[src/rtl/pipelined_csel_addsub_if.sv]
// Stream bundle for the pipelined carry-select adder/subtractor.
// The master side produces operand beats and consumes result beats.
interface pipelined_csel_addsub_if #(
   parameter int unsigned WIDTH = 32
) ();
   logic             in_valid;
   logic             in_ready;
   logic [WIDTH-1:0] din_a;
   logic [WIDTH-1:0] din_b;
   logic             cin;
   logic             sub;
   logic             out_valid;
   logic             out_ready;
   logic [WIDTH-1:0] sum;
   logic             cout;
   logic             ovf;

   modport master (
      output in_valid, din_a, din_b, cin, sub, out_ready,
      input  in_ready, out_valid, sum, cout, ovf
   );

   modport slave (
      input  in_valid, din_a, din_b, cin, sub, out_ready,
      output in_ready, out_valid, sum, cout, ovf
   );
endinterface

[src/rtl/pipelined_csel_addsub.sv]
// Pipelined carry-select adder/subtractor: one BLK-bit slice is resolved per stage,
// with both carry-in cases precomputed and selected by the carry registered upstream.
module pipelined_csel_addsub #(
   parameter int unsigned WIDTH = 32,
   parameter int unsigned BLK   = 8
) (
   input logic                    clk,
   input logic                    rst,
   pipelined_csel_addsub_if.slave bus
);

   localparam int unsigned NBLK = WIDTH / BLK;

   // Per stage: low k*BLK bits of r_a are resolved sum, upper bits still operand A.
   // The top slice is resolved last, so r_a/r_b MSBs remain the operand MSBs for ovf.
   logic [NBLK-1:0]  r_vld;
   logic [WIDTH-1:0] r_a [NBLK];
   logic [WIDTH-1:0] r_b [NBLK];
   logic [NBLK-1:0]  r_c;

   logic             r_out_valid;
   logic [WIDTH-1:0] r_sum;
   logic             r_cout;
   logic             r_ovf;

   logic             w_advance;
   logic             w_accept;
   logic [WIDTH-1:0] w_b_eff;
   logic             w_c0;
   logic [BLK:0]     w_s0    [NBLK];
   logic [BLK:0]     w_s1    [NBLK];
   logic [BLK:0]     w_sel   [NBLK];
   logic [WIDTH-1:0] w_nxt_a [NBLK];
   logic             w_ovf;

   assign w_advance = !r_out_valid || bus.out_ready;
   assign w_accept  = bus.in_valid && w_advance;
   assign w_b_eff   = bus.sub ? ~bus.din_b : bus.din_b;
   assign w_c0      = bus.sub ? ~bus.cin : bus.cin;

   always_comb begin
      for (int unsigned k = 0; k < NBLK; k++) begin
         w_s0[k]    = {1'b0, r_a[k][k*BLK +: BLK]} + {1'b0, r_b[k][k*BLK +: BLK]};
         w_s1[k]    = w_s0[k] + (BLK+1)'(1);
         w_sel[k]   = r_c[k] ? w_s1[k] : w_s0[k];
         w_nxt_a[k] = r_a[k];
         w_nxt_a[k][k*BLK +: BLK] = w_sel[k][BLK-1:0];
      end
   end

   assign w_ovf = (r_a[NBLK-1][WIDTH-1] == r_b[NBLK-1][WIDTH-1]) &&
                  (w_nxt_a[NBLK-1][WIDTH-1] != r_a[NBLK-1][WIDTH-1]);

   always_ff @(posedge clk or posedge rst) begin
      if (rst) begin
         r_vld       <= '0;
         r_c         <= '0;
         r_out_valid <= 1'b0;
         r_sum       <= '0;
         r_cout      <= 1'b0;
         r_ovf       <= 1'b0;
         for (int unsigned k = 0; k < NBLK; k++) begin
            r_a[k] <= '0;
            r_b[k] <= '0;
         end
      end else if (w_advance) begin
         r_vld[0] <= w_accept;
         r_a[0]   <= bus.din_a;
         r_b[0]   <= w_b_eff;
         r_c[0]   <= w_c0;
         for (int unsigned k = 1; k < NBLK; k++) begin
            r_vld[k] <= r_vld[k-1];
            r_a[k]   <= w_nxt_a[k-1];
            r_b[k]   <= r_b[k-1];
            r_c[k]   <= w_sel[k-1][BLK];
         end
         r_out_valid <= r_vld[NBLK-1];
         // Bubbles leave the previous result in place rather than loading junk.
         if (r_vld[NBLK-1]) begin
            r_sum  <= w_nxt_a[NBLK-1];
            r_cout <= w_sel[NBLK-1][BLK];
            r_ovf  <= w_ovf;
         end
      end
   end

   assign bus.in_ready  = w_advance;
   assign bus.out_valid = r_out_valid;
   assign bus.sum       = r_sum;
   assign bus.cout      = r_cout;
   assign bus.ovf       = r_ovf;

endmodule

[src/flat_wrapper.sv]
// flat-port wrapper written by rule: the top's interface ports become plain ports
module pipelined_csel_addsub_flat 
#(
   parameter int unsigned WIDTH = 32,
   parameter int unsigned BLK   = 8
)
  (clk, rst, bus_in_valid, bus_din_a, bus_din_b, bus_cin, bus_sub, bus_out_ready, bus_in_ready, bus_out_valid, bus_sum, bus_cout, bus_ovf);
  pipelined_csel_addsub_if #(.WIDTH(WIDTH)) bus_i ();
  input logic clk;
  input logic rst;
  input wire logic [$bits(bus_i.in_valid)-1:0] bus_in_valid;
  input wire logic [$bits(bus_i.din_a)-1:0] bus_din_a;
  input wire logic [$bits(bus_i.din_b)-1:0] bus_din_b;
  input wire logic [$bits(bus_i.cin)-1:0] bus_cin;
  input wire logic [$bits(bus_i.sub)-1:0] bus_sub;
  input wire logic [$bits(bus_i.out_ready)-1:0] bus_out_ready;
  output wire logic [$bits(bus_i.in_ready)-1:0] bus_in_ready;
  output wire logic [$bits(bus_i.out_valid)-1:0] bus_out_valid;
  output wire logic [$bits(bus_i.sum)-1:0] bus_sum;
  output wire logic [$bits(bus_i.cout)-1:0] bus_cout;
  output wire logic [$bits(bus_i.ovf)-1:0] bus_ovf;
  assign bus_i.in_valid = bus_in_valid;
  assign bus_i.din_a = bus_din_a;
  assign bus_i.din_b = bus_din_b;
  assign bus_i.cin = bus_cin;
  assign bus_i.sub = bus_sub;
  assign bus_i.out_ready = bus_out_ready;
  assign bus_in_ready = bus_i.in_ready;
  assign bus_out_valid = bus_i.out_valid;
  assign bus_sum = bus_i.sum;
  assign bus_cout = bus_i.cout;
  assign bus_ovf = bus_i.ovf;
  pipelined_csel_addsub #(.WIDTH(WIDTH), .BLK(BLK)) u_core (.clk(clk), .rst(rst), .bus(bus_i));
endmodule
[config.mk]
export PLATFORM = sky130hd
export DESIGN_NAME = pipelined_csel_addsub_flat
export DESIGN_NICKNAME = d
export VERILOG_FILES = /design/src/rtl/pipelined_csel_addsub_if.sv /design/src/rtl/pipelined_csel_addsub.sv /design/src/flat_wrapper.sv
export SDC_FILE = /design/constraint.sdc
export NUM_CORES = 1
export LEC_CHECK = 0
export ABC_AREA = 1
export CAP_MARGIN = 0
export CORE_MARGIN = 1.5
export CORE_UTILIZATION = 45
export DETAILED_ROUTE_END_ITERATION = 16
export PLACE_DENSITY = 0.64
export SLEW_MARGIN = 10
export SYNTH_ARGS = -nofsm -noshare
export SYNTH_HDL_FRONTEND = slang
export SYNTH_SLANG_ARGS = --single-unit
[constraint.sdc]
create_clock -name clk -period 7.2 [get_ports clk]
set_input_delay 0.72 -clock clk [delete_from_list [all_inputs] [get_ports clk]]
set_output_delay 0.72 -clock clk [all_outputs]
set_load 0.01 [all_outputs]
==> metrics.cfg <==
[grt]
grt-ovfl-total=0
grt_pass1_wl_um=39100
grt_max_degree=231
grt_use_total_pct=17.4
grt_antenna_before_repair=0
grt_pass1_vias=8183

[clocking]
cts_tree=yes
cts_resized=0
clk_latency_ns=0.54
clock_path_buffers=3
htreeDepth=1
cts_hold_buf=0
clk_pin_slew_worst_paths_ns=0.06
post_cts_buffers=0
cts_made_buffers=27
root_buffer=clkbuf_16
clock-sinks=251

[power_and_ir_drop]
p_int_w=0.00396
p_switching_w=0.00253
p_total_w=0.00649
power_density_nw_per_um2=464
p_sw_share_pct=39.0
leakage_nw=6.90
clkPwrFrac_pct=21.9
irDropWorstVdd_mv=0.335
seqPwrFrac_pct=36.2
combPwrFrac_pct=41.9

[synthesis]
syn_inst=1389
synth-adder-area-share_pct=4.50
ys_warn_count=0
syn_area_sq_um=11800
ys_ff_latch=251
synth.top_cell.area_share_pct=53.3
synth_xor_xnor_area_share_pct=2.97
syn_nets=1499
syn_area_per_cell_sq_um=8.48
muxShareOfSynthArea_pct=0
synth_simple_gate_area_share_pct=23.7
synth_top_area_cell=dfrtp_1
synthTopCellsByArea=dfrtp_1, nand2_1, o21ai_0
ys_seq_area_share_pct=53.3
synth_top_family_by_area=simple AND/OR/NAND/NOR gates
synth_compound_area_share_pct=8.98
synth.distinct_cells=36

[sta]
maxSlewViolCount=0
hold_viol_final=0
fin_skew_ns=0.0184
period_share_pct=43.5
period_needed_ns=3.13
worst_slew_pin_slew_ns=1.08
worst_slack_ns=4.07
setup_viol=0
grt_setup_unrepaired=false
setup_tns_ns=0
maxSlewHeadroom_pct=28.0
fmaxAchievable_mhz=319

[routing]
drt_wl_total_um=22600
drc_errors=0
vias=8639
drtIter0Drc=576
ant_nets=0
first_pass_iters=5
vias_per_cell=4.74
wl_per_cell_um=12.4

[die]
die_x_um=165
start_util_pct=45.5
die_h_um=165
core-area_sq_um=25900
io-pin-count=106
dieArea_sq_um=27200
row_count=59

[critical_path]
criticalPathCategory=in2out
worstPathRequired_ns=6.48
critPathMaxFanout=88
cp.arrival_ns=2.41
cp-end-kind=output port
start_kind=primary input

[min_path]
hold_path.class=reg2reg

[flow_run]
maxCapViolCount=0

[finish]
antenna-diode-count=0
areaGrowthSynthToFinish_pct=18.7
drive_gt1_share_pct=6.51
nets=1581

[placement]
place_congestion=0.799
dp_hpwl_um=14800
port_buffers=105
dp_slack_ns=4.06

[status]
status=finished clean

-- worst paths after layout --
kind / startpoint / endpoint / slack, ns / depth (start not counted)
max: bus_out_ready / bus_in_ready / 4.07 / 4
min: u_core.r_b[109] / u_core.r_b[77] / 0.47 / 2
max reg2reg: u_core.r_b[72] / u_core.r_c[2] / 4.72 / 14
min reg2reg: u_core.r_b[109] / u_core.r_b[77] / 0.47 / 2
max in group asynchronous: rst / u_core.r_b[127] / 5.34 / 3
min in group asynchronous: rst / u_core.bus.sum[15] / 0.55 / 2
-- critical path, cell delays in order --
cell	delay, ns
clkdlybuf4s50_1	0.52
nor2_4	0.08
inv_6	0.40
clkdlybuf4s50_1	0.65
-- sequential cells by signal, indices dropped and copies added (netlist names) --
signal / count
u_core.bus.cout: 1
u_core.bus.out_valid: 1
u_core.bus.ovf: 1
u_core.bus.sum: 32
u_core.r_a: 128
u_core.r_b: 80
u_core.r_c: 4
u_core.r_vld: 4
-- power groups by stage --
stage | combinational (W) | sequential, W | clock (W)
4_1_cts | 0.00275 | 0.00235 | 0.00145
3_3_place_gp | 0.00265 | 0.00235 | 0
6_report | 0.00272 | 0.00235 | 0.00142
2_1_floorplan | 0.00201 | 0.00233 | 0
5_1_grt | 0.00316 | 0.00242 | 0.00152
3_5_place_dp | 0.00272 | 0.00237 | 0
-- through the flow --
stage / hold slack [ns] / instances / utilization (%) / cell area, sq um
2_1_floorplan: 0.442 / 1389 / - / 11800
3_3_place_gp: 0.452 / 1777 / 50.4 / 13100
3_5_place_dp: 0.455 / 1777 / 50.4 / 13100
4_1_cts: 0.466 / 1824 / 54.0 / 14000
5_1_grt: 0.497 / 1824 / 54.0 / 14000
6_report: 0.465 / 1824 / 54.0 / 14000
-- area by class of cell --
class                      count  area [sq um]
tap                          335           419
clock buffer                  35           756
fill                        2410         11900
clock inverter                12           164
inverter                     140           534
multi-input combinational    941          4730
timing repair buffer         110          1110
sequential                   251          6280
-- cell usage after synthesis, drive strengths merged --
cell,count
a31oi,2
nor3,4
a211oi,2
a21oi,24
nand3,56
o21bai,1
o21a,3
nand3b,11
inv,140
nor2,34
o211ai,1
nand4,19
nand2,528
clkbuf,29
buf,28
o21ai,170
xnor2,38
o22ai,3
dfrtp,251
fa,4
xor2,2
ha,36
or2,3
-- kinds of logic after synthesis --
family / after synthesis
simple gates: 655
flops: 251
compound gates: 206
buf+inv: 197
xor+xnor: 40
fa+ha+maj: 40
-- layer usage --
layer / track usage, % / part of all wire (%) / routed length, um / vias to the layer above
met4: 3.69 / 1.3 / 289 / 0
met3: 2.61 / 4.3 / 967 / 23
met5: 0 / 0 / 0 / -
met1: 27.2 / 53 / 12000 / 3888
met2: 25.5 / 41 / 9340 / 149
li1: - / - / - / 4579
-- layout by cell type (no fill, tap or decap), types with 9 or more instances in the layout --
cell type / n
nand3_1: 48
o21ai_1: 12
xnor2_1: 38
a21oi_1: 24
nor2_1: 22
nand2_2: 9
ha_1: 36
clkdlybuf4s50_1: 104
o21ai_0: 157
clkbuf_16: 27
inv_1: 130
nand2_1: 518
nand4_1: 19
dfrtp_1: 251
Note: power is estimated with default switching activity, not from simulation.
